<file path="src/rtl/key_event_decoder_if.sv">
// Key level in, classified key events out.
interface key_event_decoder_if;
    logic key_db;
    logic click;
    logic dbl_click;
    logic long_press;
    logic repeat_tick;
    logic key_hold;

    modport master (
        input  key_db,
        output click, dbl_click, long_press, repeat_tick, key_hold
    );

    modport slave (
        output key_db,
        input  click, dbl_click, long_press, repeat_tick, key_hold
    );
endinterface

</file>
<file path="src/rtl/key_event_decoder.sv">
// Classifies debounced key press sequences into click, double click or
// long press with auto-repeat, each reported as a one-cycle pulse.
module key_event_decoder #(
    parameter int unsigned LONG_CNT = 50,
    parameter int unsigned DBL_GAP  = 20,
    parameter int unsigned REP_CNT  = 10,
    parameter int unsigned CNT_W    = 16
) (
    input  logic                 clk,
    input  logic                 rst,
    key_event_decoder_if.master  kif
);
    typedef enum logic [2:0] {IDLE, PRESS1, WAIT2, PRESS2, LONG} state_t;

    localparam logic [CNT_W-1:0] CNT_MAX = {CNT_W{1'b1}};
    localparam logic [CNT_W-1:0] LONG_T  = CNT_W'(LONG_CNT);
    localparam logic [CNT_W-1:0] GAP_T   = CNT_W'(DBL_GAP);
    localparam logic [CNT_W-1:0] REP_T   = CNT_W'(REP_CNT);
    localparam logic [CNT_W-1:0] ONE     = CNT_W'(1);

    state_t           state;
    logic             key_d;
    logic [CNT_W-1:0] cnt;
    logic [CNT_W-1:0] rcnt;
    logic [CNT_W-1:0] cnt_inc;
    logic [CNT_W-1:0] rcnt_inc;
    logic             press;
    logic             rel;

    assign press = key_d & ~kif.key_db;
    assign rel   = ~key_d & kif.key_db;

    // Saturating increments; the terminal compare fires before saturation matters
    assign cnt_inc  = (cnt  == CNT_MAX) ? cnt  : cnt  + ONE;
    assign rcnt_inc = (rcnt == CNT_MAX) ? rcnt : rcnt + ONE;

    always_ff @(posedge clk) begin
        if (rst) begin
            state           <= IDLE;
            key_d           <= 1'b1;
            cnt             <= '0;
            rcnt            <= '0;
            kif.click       <= 1'b0;
            kif.dbl_click   <= 1'b0;
            kif.long_press  <= 1'b0;
            kif.repeat_tick <= 1'b0;
            kif.key_hold    <= 1'b0;
        end else begin
            key_d           <= kif.key_db;
            kif.click       <= 1'b0;
            kif.dbl_click   <= 1'b0;
            kif.long_press  <= 1'b0;
            kif.repeat_tick <= 1'b0;
            case (state)
                IDLE: begin
                    if (press) begin
                        cnt   <= ONE;
                        state <= PRESS1;
                    end
                end
                PRESS1: begin
                    if (rel) begin
                        cnt   <= ONE;
                        state <= WAIT2;
                    end else if (cnt_inc == LONG_T) begin
                        kif.long_press <= 1'b1;
                        kif.key_hold   <= 1'b1;
                        rcnt           <= '0;
                        state          <= LONG;
                    end else begin
                        cnt <= cnt_inc;
                    end
                end
                WAIT2: begin
                    if (press) begin
                        state <= PRESS2;
                    end else if (cnt_inc == GAP_T) begin
                        kif.click <= 1'b1;
                        state     <= IDLE;
                    end else begin
                        cnt <= cnt_inc;
                    end
                end
                PRESS2: begin
                    if (rel) begin
                        kif.dbl_click <= 1'b1;
                        state         <= IDLE;
                    end
                end
                LONG: begin
                    // Release wins over a tick due on the same sample
                    if (rel) begin
                        kif.key_hold <= 1'b0;
                        rcnt         <= '0;
                        state        <= IDLE;
                    end else if (rcnt_inc == REP_T) begin
                        kif.repeat_tick <= 1'b1;
                        rcnt            <= '0;
                    end else begin
                        rcnt <= rcnt_inc;
                    end
                end
                default: state <= IDLE;
            endcase
        end
    end
endmodule

</file>
<file path="src/flat_wrapper.sv">
// flat-port wrapper written by rule: the top's interface ports become plain ports
module key_event_decoder_flat 
#(
    parameter int unsigned LONG_CNT = 50,
    parameter int unsigned DBL_GAP  = 20,
    parameter int unsigned REP_CNT  = 10,
    parameter int unsigned CNT_W    = 16
)
  (clk, rst, kif_key_db, kif_click, kif_dbl_click, kif_long_press, kif_repeat_tick, kif_key_hold);
  key_event_decoder_if kif_i ();
  input  logic clk;
  input  logic rst;
  input wire logic [$bits(kif_i.key_db)-1:0] kif_key_db;
  output wire logic [$bits(kif_i.click)-1:0] kif_click;
  output wire logic [$bits(kif_i.dbl_click)-1:0] kif_dbl_click;
  output wire logic [$bits(kif_i.long_press)-1:0] kif_long_press;
  output wire logic [$bits(kif_i.repeat_tick)-1:0] kif_repeat_tick;
  output wire logic [$bits(kif_i.key_hold)-1:0] kif_key_hold;
  assign kif_i.key_db = kif_key_db;
  assign kif_click = kif_i.click;
  assign kif_dbl_click = kif_i.dbl_click;
  assign kif_long_press = kif_i.long_press;
  assign kif_repeat_tick = kif_i.repeat_tick;
  assign kif_key_hold = kif_i.key_hold;
  key_event_decoder #(.LONG_CNT(LONG_CNT), .DBL_GAP(DBL_GAP), .REP_CNT(REP_CNT), .CNT_W(CNT_W)) u_core (.clk(clk), .rst(rst), .kif(kif_i));
endmodule
</file>
<file path="config.mk">
export PLATFORM = sky130hd
export DESIGN_NAME = key_event_decoder_flat
export DESIGN_NICKNAME = d
export VERILOG_FILES = /design/src/rtl/key_event_decoder_if.sv /design/src/rtl/key_event_decoder.sv /design/src/flat_wrapper.sv
export SDC_FILE = /design/constraint.sdc
export NUM_CORES = 1
export LEC_CHECK = 0
export ABC_AREA = 1
export BUFFER_PORTS_ARGS = -buffer_cell sky130_fd_sc_hd__buf_2
export CELL_PAD_IN_SITES_DETAIL_PLACEMENT = 0
export CELL_PAD_IN_SITES_GLOBAL_PLACEMENT = 1
export CORE_MARGIN = 1
export CORE_UTILIZATION = 44
export DETAILED_ROUTE_END_ITERATION = 7
export PLACE_DENSITY_LB_ADDON = 0.1
export RECOVER_POWER = 100
export SLEW_MARGIN = 0
export SYNTH_ARGS = -nofsm -noshare
export SYNTH_HDL_FRONTEND = slang
export SYNTH_SLANG_ARGS = --single-unit
</file>
<file path="constraint.sdc">
create_clock -name clk -period 2.4 [get_ports clk]
set_input_delay 0.12 -clock clk [delete_from_list [all_inputs] [get_ports clk]]
set_output_delay 0.12 -clock clk [all_outputs]
set_load 0.1 [all_outputs]
</file>
==> out/qor.csv <==
stage;metric;value;unit
run_status;outcome;complete, no violations;
setup_path;critical_path_required;2.59;ns
cts;cts_sinks;41;
power_and_ir_drop;power_leakage;1.46;nW
setup_path;worstPathCellList;ha_4 -> nand2_2 -> nor2_4 -> buf_4 -> nand4_4 -> nand2_2 -> nand4_1 -> nor2_4 -> nand3_4 -> nand3_4 -> clkbuf_16 -> nand2_1 -> nand2_1 -> nor2_1;
cts;cts_tree;done;
die;io_pins;8;
logic_synthesis;yosysUniqueCellTypes;32;
timing;post-route-min-period;2.33;ns
cts;cts-hold-fix-buffers;0;
grt;grt_pass1_wl;12.2;mm
logic_synthesis;synth_top_area_frac;0.289;
placement;place_inst;564;
timing;relSlewSlack;0.225;
final_layout;area_growth;21.7;%
die;coreArea;6060;um2
final_layout;final_util;0.570;
setup_path;cp.arrival;2.52;ns
logic_synthesis;seq_area_frac_synth;0.289;
die;initial_core_util;0.468;
route;drt-pass1-iter-count;5;
timing;finalClockSkew;0.0114;ns
timing;slew_viol_final;0;
cts;cts_root_buf;clkbuf_8;
power_and_ir_drop;powerDensity;901;nW/um2
power_and_ir_drop;vdd_drop_max;495;uV
timing;hold-worst-slack;0.0186;ns
timing;period_share;0.972;
grt;grt_use_total;0.237;
setup_path;crit_path_start_kind;flop;
logic_synthesis;synth_area_per_cell;5.97;um2
final_layout;nNetsFinal;519;
timing;setup_viol;0;
route;ant_nets;0;
route;routed_via_density;5.26;
logic_synthesis;syn_nets;480;
placement;pre_cts_ws;0.00276;ns
timing;worst_slew_pin_slew;1.17;ns
timing;max_freq;429;MHz
final_layout;mostFrequentLayoutCells;130 x nand2_1, 79 x nor2_1, 56 x inv_1;
cts;clk_latency;0.30;ns
final_layout;fill_cells;619;
route;drt-initial-drc-count;156;
final_layout;final_common_cell;nand2_1;
grt;grt_pass1_vias;2730;
route;route.detailed.drc;0;
route;vias;3104;
placement;dp_hpwl;5.55;mm
timing;final-hold-violation-count;0;
grt;grt_overflow_total;0;
setup_path;worstPathMaxFanout;7;
run;maxCapViolations;0;
min_path;worst_hold_path_type;in -> reg;
final_layout;fin_cells;590;
cts;clockBufferDepth;2;
grt;antenna_found_initial;0;
final_layout;n_antenna_cell;0;
logic_synthesis;synth_seq_cells;41;
setup_path;critPathSlowestCell;dfxtp_2;
die;die_area;6770;um2
cts;cts_buffers;5;
placement;gp_congestion;0.861;
setup_path;r2r_setup_slack;0.07;ns
logic_synthesis;ys.warnings.count;0;
logic_synthesis;syn_area;2840;um2
die;num_rows;28;
die;die_x;82.3;um
setup_path;endpoint_kind;flop;
logic_synthesis;netlist_instances;475;
die;die_h;82.3;um
cts;clkSlewWorstSetupHoldPaths;0.08;ns
cts;h-tree-depth;2;
route;routed_wl;8.22;mm
logic_synthesis;ys_top_cells_by_area;dfxtp_1 29%, nand2_1 18%, nor2_1 11%, inv_1 7.4%, nand3_1 6.9%;
setup_path;crit_type;reg -> reg;
route;wl_per_cell;13.9;um
grt;grt_max_degree;31;
logic_synthesis;synth_top_area_cell;dfxtp_1;
final_layout;reg.largest.list;u_core.cnt (16), u_core.rcnt (16), u_core.state (3);
timing;fin_ws;0.0670;ns
setup_path;critPathMaxStageDelay;0.37;ns
placement;portBuffers;7;
final_layout;drive_gt1_frac;0.163;
## Yosys cell counts (all sizes together)
cell       n
buf        6
nor3      12
dfxtp     41
clkbuf     4
nand3     42
nand4     16
o21ai     17
nand2    136
a41oi      1
a2111oi    1
inv       57
xnor2      5
clkinv     1
a21oi     31
ha         2
xor2       5
nor4       3
or2        2
nor2      93
## where the power goes
part	leakage, nW	internal, mW	switching, mW
Combinational	1.07	0.608	0.924
Sequential	0.336	0.826	0.157
Clock	0.0585	0.340	0.256
## metal layers
metal,up-vias,track usage,part of all wire
li1,1607,-,-
met1,1403,0.280,0.44
met2,76,0.431,0.51
met3,18,0.0363,0.029
met4,0,0.0825,0.026
met5,-,0,0
## layout make-up
cell class	count	area, um2	share of cell area
Inverter	58	224	0.0649
Timing Repair Buffer	41	332	0.0960
Sequential cell	41	827	0.240
Tap cell	75	93.8	0.0272
Clock inverter	1	30.0	0.00870
Multi-Input combinational cell	367	1860	0.539
Clock buffer	7	86.3	0.0250
## timing repair
action                                 in CTS  in global routing
pin swaps                                   0                 14
setup endpoints to repair                  14                 35
gates resized for setup                     1                 33
endpoints found under the hold margin       0                  0
setup buffers                               0                 15
cloned                                      0                  3
## logic make-up after synthesis
group	Yosys count	share of synthesized area
DFF	41	0.289
buffers and inverters	68	0.101
xor gates and xnor gates	10	0.0335
adders and majority gates	2	0.00882
AOI/OAI and AO/OA	50	0.0909
and+or+nand+nor	304	0.476
## worst paths after layout
path,cells after the start,endpoint,start
setup / recovery,14,u_core.cnt[4]$_SDFFE_PP0P_,u_core.cnt[1]$_SDFFE_PP0P_
setup reg to reg,14,u_core.cnt[4]$_SDFFE_PP0P_,u_core.cnt[1]$_SDFFE_PP0P_
hold reg to reg,2,u_core.kif.key_hold$_SDFFE_PP0P_,u_core.kif.key_hold$_SDFFE_PP0P_
hold / removal,3,u_core.key_d$_SDFF_PP1_,kif_key_db
## metrics by stage
step           instance area, um2  power [mW]  TNS, ns
2_1_floorplan                2840        1.92        0
3_3_place_gp                 3040        2.24        0
3_5_place_dp                 3040        2.25        0
4_1_cts                      3160        2.85        0
5_1_grt                      3450        3.33   -0.571
6_report                     3450        3.11        0
## critical path, delay by kind of cell, from the launching register on
kind          cells  cell delay [ns]
simple gates     11             1.38
buf+inv           2             0.33
fa+ha+maj         1             0.16
flops             1             0.37
Note: power is estimated with default switching activity, not from simulation.
